## src/rtl/seg_scan_drv_pkg.sv

```systemverilog
// seg_pkg: shared types and constants for the seg_scan_drv display driver.
package seg_pkg;
  localparam int DIGITS = 4;
  typedef enum logic [1:0] {IDLE, RUN, FAULT} state_t;
  // Active-high glyphs {g,f,e,d,c,b,a}; b and d are lowercase.
  localparam logic [6:0] GLYPH [16] = '{
    7'h3F, 7'h06, 7'h5B, 7'h4F, 7'h66, 7'h6D, 7'h7D, 7'h07,
    7'h7F, 7'h6F, 7'h77, 7'h7C, 7'h39, 7'h5E, 7'h79, 7'h71
  };
endpackage

```

## src/rtl/seg_scan_drv_if.sv

```systemverilog
// seg_ld_if: valid/ready load channel carrying four hex nibbles.
interface seg_ld_if;
  logic        valid;
  logic [15:0] data;
  logic        ready;
  modport master (output valid, output data, input ready);
  modport slave (input valid, input data, output ready);
endinterface

```

## src/rtl/seg_hex_decode.sv

```systemverilog
// seg_hex_decode: combinational nibble to active-high seven-segment glyph.
module seg_hex_decode
  import seg_pkg::*;
(
  input  logic [3:0] i_nib,
  output logic [6:0] o_glyph
);
  assign o_glyph = GLYPH[i_nib];
endmodule

```

## src/rtl/seg_scan_drv.sv

```systemverilog
// seg_scan_drv: four-digit multiplexed seven-segment driver with tear-free frame commit.
// Optional leading-zero blanking is enabled by defining SEG_LZB_EN.
module seg_scan_drv
  import seg_pkg::*;
#(
  parameter int         SEG_ACTIVE_LOW = 1,
  parameter logic [3:0] DP_MASK        = 4'b0000
) (
  input  logic         clk,
  input  logic         reset,
  input  logic [3:0]   i_ph,
  input  logic         i_err_clr,
  seg_ld_if.slave      ld,
  output logic [3:0]   o_an,
  output logic [6:0]   o_seg,
  output logic         o_dp,
  output logic         o_err
);
  localparam bit POL = SEG_ACTIVE_LOW != 0;
  state_t                      r_state;
  state_t                      w_next;
  logic [15:0]                 r_act;
  logic [15:0]                 r_shd;
  logic                        r_pend;
  logic                        w_legal;
  logic                        w_boundary;
  logic                        w_accept;
  logic                        w_commit;
  logic                        w_on;
  logic                        w_blank;
  logic [$clog2(DIGITS)-1:0]   w_idx;
  logic [3:0]                  w_nib;
  logic [6:0]                  w_glyph;
  logic [3:0]                  w_an;
  logic [6:0]                  w_seg;
  logic                        w_dp;
  assign w_legal    = (i_ph != 4'b0000) && ((i_ph & (i_ph - 4'd1)) == 4'b0000);
  assign w_boundary = (r_state == RUN) && (i_ph == 4'b0001);
  assign w_accept   = ld.valid && !r_pend;
  assign w_commit   = w_boundary && r_pend;
  assign ld.ready   = !r_pend;
  assign w_idx      = {i_ph[3] | i_ph[2], i_ph[3] | i_ph[1]};
  assign w_nib      = r_act[{w_idx, 2'b00} +: 4];
`ifdef SEG_LZB_EN
  logic [15:0] w_upper;
  assign w_upper = r_act >> {w_idx, 2'b00};
  assign w_blank = (w_idx != 2'd0) && (w_upper == 16'h0000);
`else
  assign w_blank = 1'b0;
`endif
  seg_hex_decode u_dec (
    .i_nib   (w_nib),
    .o_glyph (w_glyph)
  );
  always_comb begin
    w_next = r_state;
    if (!w_legal && r_state != FAULT) w_next = FAULT;
    else if (i_ph == 4'b0001) w_next = RUN;
    w_on  = (r_state == RUN) && w_legal;
    w_an  = w_on ? i_ph : 4'b0000;
    w_seg = (w_on && !w_blank) ? w_glyph : 7'h00;
    w_dp  = w_on && !w_blank && DP_MASK[w_idx];
  end
  always_ff @(posedge clk) begin
    if (!reset) begin
      r_state <= IDLE;
      r_act   <= 16'h0000;
      r_shd   <= 16'h0000;
      r_pend  <= 1'b0;
      o_err   <= 1'b0;
      o_an    <= {4{POL}};
      o_seg   <= {7{POL}};
      o_dp    <= POL;
    end else begin
      r_state <= w_next;
      r_act   <= w_commit ? r_shd : r_act;
      r_shd   <= w_accept ? ld.data : r_shd;
      r_pend  <= w_commit ? 1'b0 : (w_accept ? 1'b1 : r_pend);
      // A new fault outranks a simultaneous clear.
      o_err   <= (!w_legal && r_state != FAULT) ? 1'b1 : (i_err_clr ? 1'b0 : o_err);
      o_an    <= w_an ^ {4{POL}};
      o_seg   <= w_seg ^ {7{POL}};
      o_dp    <= w_dp ^ POL;
    end
  end
endmodule

```

## src/flat_wrapper.sv

```systemverilog
// flat-port wrapper written by rule: the top's interface ports become plain ports
module seg_scan_drv_flat import seg_pkg::*;
#(
  parameter int         SEG_ACTIVE_LOW = 1,
  parameter logic [3:0] DP_MASK        = 4'b0000
)
  (clk, reset, i_ph, i_err_clr, o_an, o_seg, o_dp, o_err, ld_valid, ld_data, ld_ready);
  seg_ld_if ld_i ();
  input  logic clk;
  input  logic reset;
  input  logic [3:0] i_ph;
  input  logic i_err_clr;
  output logic [3:0] o_an;
  output logic [6:0] o_seg;
  output logic o_dp;
  output logic o_err;
  input wire logic [$bits(ld_i.valid)-1:0] ld_valid;
  input wire logic [$bits(ld_i.data)-1:0] ld_data;
  output wire logic [$bits(ld_i.ready)-1:0] ld_ready;
  assign ld_i.valid = ld_valid;
  assign ld_i.data = ld_data;
  assign ld_ready = ld_i.ready;
  seg_scan_drv #(.SEG_ACTIVE_LOW(SEG_ACTIVE_LOW), .DP_MASK(DP_MASK)) u_core (.clk(clk), .reset(reset), .i_ph(i_ph), .i_err_clr(i_err_clr), .ld(ld_i), .o_an(o_an), .o_seg(o_seg), .o_dp(o_dp), .o_err(o_err));
endmodule
```

## config.mk

```make
export PLATFORM = sky130hd
export DESIGN_NAME = seg_scan_drv_flat
export DESIGN_NICKNAME = d
export VERILOG_FILES = /design/src/rtl/seg_scan_drv_pkg.sv /design/src/rtl/seg_scan_drv_if.sv /design/src/rtl/seg_hex_decode.sv /design/src/rtl/seg_scan_drv.sv /design/src/flat_wrapper.sv
export SDC_FILE = /design/constraint.sdc
export NUM_CORES = 1
export LEC_CHECK = 0
export ABC_CLOCK_PERIOD_IN_PS = 6400
export BUFFER_PORTS_ARGS = -buffer_cell sky130_fd_sc_hd__buf_2
export CAP_MARGIN = 20
export CORE_MARGIN = 2
export CORE_UTILIZATION = 39
export CTS_CLUSTER_DIAMETER = 40
export DETAILED_ROUTE_END_ITERATION = 6
export PLACE_DENSITY_LB_ADDON = 0.15
export SYNTH_ARGS = -nofsm -noshare
export SYNTH_HDL_FRONTEND = slang
export SYNTH_HIERARCHICAL = 1
export SYNTH_SLANG_ARGS = --single-unit
```

## constraint.sdc

```tcl
create_clock -name clk -period 6.4 [get_ports clk]
set_input_delay 0.64 -clock clk [delete_from_list [all_inputs] [get_ports clk]]
set_output_delay 0.64 -clock clk [all_outputs]
set_load 0.02 [all_outputs]
```

# Yosys cells after proc, flatten, opt, wreduce, memory -nomap -nowiden

Memories as Yosys holds them, arrays and structs flattened.
Index checks and enable logic that the tools add are counted.

Output and inout port bits: 14
Memory bits (read-only): 112
Register bits: 48
Input port bits: 24
Memories: 1

Memories:

| memory           | words | width | rd ports | clocked after Yosys merged registers in | wr ports | RTL line            | text |
|---|---|---|---|---|---|---|---|
| (name not given) | 16    | 7     | 1        | 0                                       | 0        | seg_hex_decode.sv:8 | `assign o_glyph = GLYPH[i_nib];` |

Equality and inequality tests: 3
Reductions and logical operators: 15
Bitwise gates (word level): 8
Shift-type cells: 1
$lt $le $gt $ge: 2
$add $sub $neg: 1
Muxes and demuxes: 10

Operator list:

| cell                | count |
|---|---|
| $mux 7              | 3 |
| $shiftx 16x5->4     | 1 |
| $logic_and 1x1->1   | 7 |
| $not 7->7           | 1 |
| $ge 5x5->1 const B  | 1 |
| $not 4->5           | 1 |
| $and 4x4->4         | 1 |
| $eq 4x1->1 const B  | 1 |
| $logic_not 4->1     | 1 |
| $mux 2              | 2 |
| $mux 4              | 1 |
| $not 4->4           | 1 |
| $reduce_bool 2->1   | 2 |
| $reduce_bool 4->1   | 1 |
| $reduce_or 2->1     | 2 |
| $sub 4x1->4 const B | 1 |
| $lt 2x3->1 const B  | 1 |
| $mux 1              | 3 |
| $bmux 1 s2          | 1 |
| $eq 2x1->1 const B  | 1 |
| $logic_not 1->1     | 2 |
| $ne 2x2->1 const B  | 1 |
| $not 1->1           | 2 |
| $or 1x1->1          | 2 |

# Longest topological paths before layout

Gate-level depths: netlist (run 1).

Word-level depth: 8
Mapped depth: 9
Gate-level depth less buffers: 8

# Hierarchy

Netlist (run 1), hierarchy kept.

By module, submodules not included:

| module         | cells each | times used | area each (um2) |
|---|---|---|---|
| seg_scan_drv   | 209        | 1          | 2013.2 |
| seg_hex_decode | 33         | 1          | 287.8 |

# Worst setup path after synthesis (run 1)

OpenSTA, ideal clock, no wires.

Path type: input to register
Start point: in i_ph[2]
End point: reg u_core.o_seg[3]
Setup time: 66 ps
Stages: 9
Path slack: 3892 ps
Buffers on the path: 1
Arrival time: 2442 ps
Cell sequence: buf_4 -> mux2_2 -> o22a_1 -> o22a_1 -> inv_1 -> ha_1 -> inv_1 -> mux4_1 -> nand3_2

Word-level cells in the longest chain between the ends: 8

Ends and longest elaborated chain:

| element                                   | RTL line            | text |
|---|---|---|
| start, declared                           | flat_wrapper.sv:11  | `input logic [3:0] i_ph;` |
| $or 1x1->1                                | seg_scan_drv.sv:42  | `assign w_idx = {i_ph[3] \| i_ph[2], i_ph[3] \| i_ph[1]};` |
| $shiftx 16x5->4                           | seg_scan_drv.sv:43  | `assign w_nib = r_act[{w_idx, 2'b00} +: 4];` |
| via u_core.w_nib[1]                       | seg_scan_drv.sv:32  | `logic [3:0] w_nib;` |
| $not 4->5 (not written as such)           | seg_hex_decode.sv:8 |  |
| $mem_v2 16x7                              | -                   |  |
| $mux 7 (not written as such) (2 in a row) | seg_hex_decode.sv:8 |  |
| via u_core.w_glyph[3]                     | seg_scan_drv.sv:33  | `logic [6:0] w_glyph;` |
| $mux 7                                    | seg_scan_drv.sv:61  | `w_seg = (w_on && !w_blank) ? w_glyph : 7'h00;` |
| $not 7->7 (no line)                       | -                   |  |
| end signal, assigned                      | seg_scan_drv.sv:72  | `o_seg <= {7{POL}};` |
| end signal, assigned                      | seg_scan_drv.sv:82  | `o_seg <= w_seg ^ {7{POL}};` |
| end, declared                             | seg_scan_drv.sv:15  | `output logic [6:0] o_seg,` |

The timed path passes the listed nets, and every way through them passes these cells. The select of a mux whose other input is x is not followed.
A chain may end at the register's enable or synchronous reset.

# Worst setup path in the final report (run 1)

Ends and elaborated chain as after synthesis.

==> flow_summary_export.csv, run 1 <==
group,metric,value,unit
floorplan,die_x,80.81,um
floorplan,die_y,80.81,um
synthesis,netlist.area_leader.share,40.89,%
grt,grt_usage,15.18,%
synthesis,async_reset_ff_share,0,%
clock_tree,post_cts_buffers,0,
final_layout,layout.nets,295,
power_and_ir_drop,powerDensity,219.8,mW/mm2
setup_path,cp-end-kind,"flop",
synthesis,synth_area,0.002301,mm2
sta,rsz0062_at_grt,"false",
floorplan,io_pins,38,
route,wl_per_cell,13.03,um
floorplan,dieArea,0.006530,mm2
route,drt_drc_violations_left,0,
synthesis,synth_edf_count,0,
clock_tree,postCtsHoldBufs,0,
sta,min_period_over_period,38.63,%
synthesis,synth_area_leaders,"dfxtp_1 41%, a21boi_1 6.2%, nand2_1 5.5%",
final_layout,antenna_cells,0,
final_layout,drive_gt1_share,24.91,%
synthesis,yosysWarnings,6,
synthesis,yosys.area.top_type,"dfxtp_1",
route,ant_nets,0,
clock_tree,cts.repair.resized,0,
setup_path,critPathLaunch,"i_ph[2]",
power_and_ir_drop,total_power,0.5544,mW
power_and_ir_drop,peakVddDrop,0.09028,mV
route,drt_pre_antenna_iters,4,
sta,skew,0.008725,ns
place,post-place-cells,328,
synthesis,ys_ff_latch,47,
synthesis,synth_nets,273,
setup_path,reg2reg_from,"u_core/r_act[9]",
sta,tightest_slew,0.9955,ns
clock_tree,cts_tree,"yes",
synthesis,ys_types,36,
route,wl,4.391,mm
power_and_ir_drop,p_leak,0.9345,nW
worst_hold_path,hold_class,"flop to flop",
setup_path,critical_path_arrival,2.70,ns
sta,finalSetupTns,0,ns
grt,antenna_found_initial,0,
route,vias_per_cell,5.166,
sta,max_freq,404.5,MHz
floorplan,rows,27,
synthesis,avgSynthCellArea,9.508,um2
worst_hold_path,min-delay-start,"u_core/r_shd[9]",
sta,timing.final.crit_period,2.472,ns
synthesis,ys_seq_area_share,40.89,%
setup_path,startpoint_type,"input port",
floorplan,core-area,0.005608,mm2
final_layout,instances_no_fill,337,
outcome,outcome,"finished, final reports clean",
clock_tree,cts_made_buffers,5,
sta,setup_violations,0,
clock_tree,cts_buffer_depth,2,
setup_path,critPathKind,"input port to flop",
clock_tree,worstSkewPairLatency,0.29,ns
synthesis,synthFlopType,"dfxtp_1",
clock_tree,clk_pin_slew,0.09,ns
route,num_vias,1741,
setup_path,cp.required,6.63,ns
grt,overflow,0,
sta,report.final.hold_viol_count,0,
clock_tree,cts_root_buffer,"clkbuf_8",
place,gp_congestion,0.7030,
synthesis,synth_common_cells,"47 x dfxtp_1, 34 x nand2_1, 19 x a21boi_1",
place,dpl.hpwl,3.078,mm
final_layout,syn2layout_area_growth,9.625,%
synthesis,yosysMostFrequentCell,"dfxtp_1",
grt,grt_pass1_wl,7.907,mm
setup_path,cp_max_fo,11,
sta,drv_slew,0,
job,cap_violations,0,
sta,timing.max_slew.rel_slack,33.35,%
clock_tree,htree_levels,2,
grt,grt_pass1_vias,1703,
floorplan,initial_core_util,41.03,%
clock_tree,clkSinkCount,47,
place,io_buffers,36,
grt,grt_max_degree,39,
synthesis,syn_inst,242,
route,first_iter_violations,57,
[area by class of cell]
| cell class | instances | area (um2) |
|---|---|---|
| Multi-Input combinational cell | 167 | 1187 |
| Clock buffer | 6 | 72.57 |
| Sequential cell | 47 | 940.9 |
| Clock inverter | 2 | 17.52 |
| Inverter | 6 | 22.52 |
| Tap cell | 72 | 90.09 |
| Fill cell | 592 | 3085 |
| Timing Repair Buffer | 37 | 191.4 |
[routing by layer]
metal  part of all wire [%]  global-route usage, %
met5                      0                      0
met4                    1.2                  4.915
met3                    4.0                  3.556
met2                     43                  23.14
met1                     52                  21.20
[where the power goes]
part / internal [mW] / switching (mW) / leakage, nW
Combinational: 0.0315 / 0.0401 / 0.507
Sequential: 0.301 / 0.00539 / 0.382
Clock: 0.0785 / 0.0980 / 0.0454
Total: 0.411 / 0.144 / 0.934
[worst max-delay path: stages]
cell and delay (ns):
buf_2 0.24, mux2_2 0.37, o22a_1 0.18, o22a_1 0.25, inv_1 0.14, ha_1 0.25, inv_1 0.06, mux4_1 0.50
nand3_2 0.07
[per-stage QoR]
step | hold slack [ns] | worst slack, ns | utilization, % | cell area (um2)
floorplan | 0.4353 | 3.892 | - | 2301
global placement | 0.4453 | 3.700 | 43.17 | 2421
detailed placement | 0.4492 | 3.640 | 43.17 | 2421
CTS | 0.4628 | 3.937 | 44.78 | 2511
global route | 0.4824 | 3.793 | 44.98 | 2522
finish | 0.4613 | 3.928 | 44.98 | 2522
[sequential cells by signal, summed over array words and instances (netlist names)]
| signal | flops |
|---|---|
| u_core/o_an | 4 |
| u_core/o_err | 1 |
| u_core/o_seg | 7 |
| u_core/r_act | 16 |
| u_core/r_pend | 1 |
| u_core/r_shd | 16 |
| u_core/r_state | 2 |
[path summary, 6_finish.rpt]
path                     end  slack [ns]  depth (start not counted)
min reg2reg  u_core/r_shd[9]        0.46                          2
max reg2reg  u_core/o_seg[3]        4.30                          8
min          u_core/r_shd[9]        0.46                          2
max          u_core/o_seg[3]        3.93                          9
[placed cells by master, fill, tap and decap left out, types with 6 or more instances in the layout]
cell,Yosys,routed
dfxtp_1,47,47
buf_2,2,36
nand2_1,34,34
a21boi_1,19,19
nand3_1,17,17
o21ai_1,17,17
a21boi_0,13,13
nand3_2,10,10
o22a_1,8,8
mux2_2,7,7
ha_1,7,7
inv_1,6,6
[logic make-up (layout without fill, tap and decap cells)]
logic type / after synthesis / count (layout) / share of synthesized area, %
other: 1 / 1 / 0.1630
adder cells (fa/ha/maj): 7 / 7 / 3.806
multiplexers: 10 / 10 / 5.438
AND/OR/NAND/NOR: 79 / 79 / 20.23
AO/OA/AOI/OAI: 69 / 69 / 21.59
flip-flops: 47 / 47 / 40.89
buffers and inverters: 28 / 51 / 7.504
XOR/XNOR: 1 / 1 / 0.3807
No activity file was read; power rests on OpenSTA's default activity.
==> run 2: changes to the inputs <==
ABC_CLOCK_PERIOD_IN_PS = 2100   (was 6400)
clock period = 2.1 ns   (was 6.4 ns; I/O delays follow)
==> run 2 against run 1 <==
Against the previous run:
- hold slack worse by 0.32 ns
- die area stayed put
- first-iteration DRC count rose by 21%
- power grew to 3.2 times the previous value
- sequential share of layout area shrank 1.8 points
- clock power increased to 3.4 times the previous value
- core utilization up 2.2 points
- sequential power increased to 3.1 times the previous value
- critical endpoint unchanged
- largest cell class unchanged
==> flow_summary_export.csv, run 2 (same netlist as run 1, synthesis figures left out) <==
group,metric,value,unit
outcome,outcome,"finished, final reports clean",
grt,antenna_found_initial,0,
sta,tightest_slew,0.7947,ns
power_and_ir_drop,peakVddDrop,0.3247,mV
sta,finalSetupTns,0,ns
place,post-place-cells,344,
grt,grt_pass1_vias,1649,
floorplan,dieArea,0.006530,mm2
final_layout,layout.nets,310,
grt,grt_usage,15.00,%
worst_hold_path,holdPathStages,3,
worst_hold_path,hold_class,"input port to flop",
setup_path,reg2reg_from,"u_core/r_act[8]",
clock_tree,cts_buffer_depth,2,
sta,drv_slew,0,
grt,overflow,0,
clock_tree,clk_pin_slew,0.09,ns
setup_path,critical_path_arrival,2.21,ns
route,drt_pre_antenna_iters,4,
floorplan,io_pins,38,
floorplan,core-area,0.005608,mm2
clock_tree,clkSinkCount,47,
sta,timing.max_slew.rel_slack,46.89,%
route,num_vias,1741,
final_layout,drive_gt1_share,30.36,%
place,dpl.hpwl,3.249,mm
floorplan,initial_core_util,41.03,%
route,vias_per_cell,4.946,
route,drt_drc_violations_left,0,
final_layout,antenna_cells,0,
grt,grt_max_degree,38,
final_layout,reg.largest.list,"u_core/r_act: 16 flops, u_core/r_shd: 16 flops, u_core/o_seg: 7 flops",
sta,rsz0062_at_grt,"false",
worst_hold_path,min-delay-start,"ld_data[9]",
sta,setup_violations,0,
grt,grt_pass1_wl,7.810,mm
sta,max_freq,505.5,MHz
floorplan,die_y,80.81,um
power_and_ir_drop,powerDensity,670.8,mW/mm2
sta,min_period_over_period,94.20,%
clock_tree,postCtsHoldBufs,0,
sta,fin_ws,0.1219,ns
setup_path,cp.required,2.33,ns
setup_path,ff2ff_setup_slack,0.12,ns
clock_tree,cts_made_buffers,5,
job,cap_violations,0,
place,place_ws,-0.04110,ns
setup_path,reg2reg_depth,7,
place,io_buffers,36,
clock_tree,worstSkewPairLatency,0.30,ns
setup_path,r2r_end,"u_core/o_seg[3]",
place,gp_congestion,0.7236,
setup_path,startpoint_type,"flop",
power_and_ir_drop,total_power,1.776,mW
final_layout,syn2layout_area_growth,15.06,%
sta,report.final.hold_viol_count,0,
floorplan,rows,27,
route,ant_nets,0,
sta,holdWs,0.1366,ns
worst_hold_path,hold_end,"u_core/r_shd[9]",
floorplan,die_x,80.81,um
power_and_ir_drop,p_leak,1.009,nW
final_layout,final_cell_mix,"47 x dfxtp_1, 36 x buf_2, 34 x nand2_1",
sta,skew,0.009028,ns
clock_tree,cts_tree,"yes",
clock_tree,htree_levels,2,
route,first_iter_violations,69,
setup_path,cp_max_fo,4,
final_layout,instances_no_fill,352,
route,wl,4.533,mm
clock_tree,cts_root_buffer,"clkbuf_8",
route,wl_per_cell,12.88,um
setup_path,critPathKind,"flop to flop",
sta,timing.final.crit_period,1.978,ns
final_layout,layout_commonest_cell,"dfxtp_1",
setup_path,cp-end-kind,"flop",
## run 2: changes by cell type in the layout (fill, tap and decap cells not counted), sizes merged
cell and delta:
buf +15, clkinv -2, clkinvlp +1, clkbuf +1
## run 2: timing repair
action                     4_1_cts  5_1_grt
setup buffers                    0        0
resized for setup                0        3
setup endpoints to repair        0        1
## run 2: worst max-delay path: stages, from the launching register on
cell	delay, ns
dfxtp_1	0.31
mux2_2	0.26
o22a_1	0.18
o22a_1	0.25
inv_2	0.10
ha_1	0.24
mux4_1	0.51
nand3_2	0.07
## run 2: area by class of cell
class,instances,area (um2)
multi-input cells,167,1190
well taps,72,90.09
fillers,591,2960
repair buffers,52,300.3
clock inverters,1,7.507
flip-flops and latches,47,940.9
clock buffers,7,96.34
inverters,6,22.52
## run 2: metal layers
layer	vias up	track usage (%)	wire length, um
li1	915	-	-
met1	793	21.68	2392
met2	28	22.73	1939
met3	5	3.000	159
met4	0	4.068	41
met5	-	0	0
## run 2: how the worst max path moves through the flow
stage / endpoint / startpoint / slack [ns] / cells after the start
final: u_core/o_seg[3] / u_core/r_act[8] / 0.12 / 7
after global routing: u_core/o_seg[6] / u_core/r_act[8] / 0.02 / 7
after CTS: u_core/o_seg[3] / u_core/r_act[8] / 0.09 / 7
after detailed placement: u_core/o_seg[3] / i_ph[2] / -0.04 / 8
after global placement: u_core/o_seg[3] / i_ph[2] / 0.01 / 8
after floorplan: u_core/o_seg[3] / i_ph[2] / 0.02 / 9
## run 2: power breakdown
group          switching [mW]  internal (mW)
Sequential             0.0170          0.917
Combinational           0.127          0.115
Clock                   0.301          0.300
Total                   0.445           1.33
## run 2: metrics by stage
stage	area, um2	util, %
after floorplan	2301	-
after CTS	2645	47.17
final	2648	47.21
after global routing	2648	47.21
after global placement	2541	45.31
after detailed placement	2541	45.31
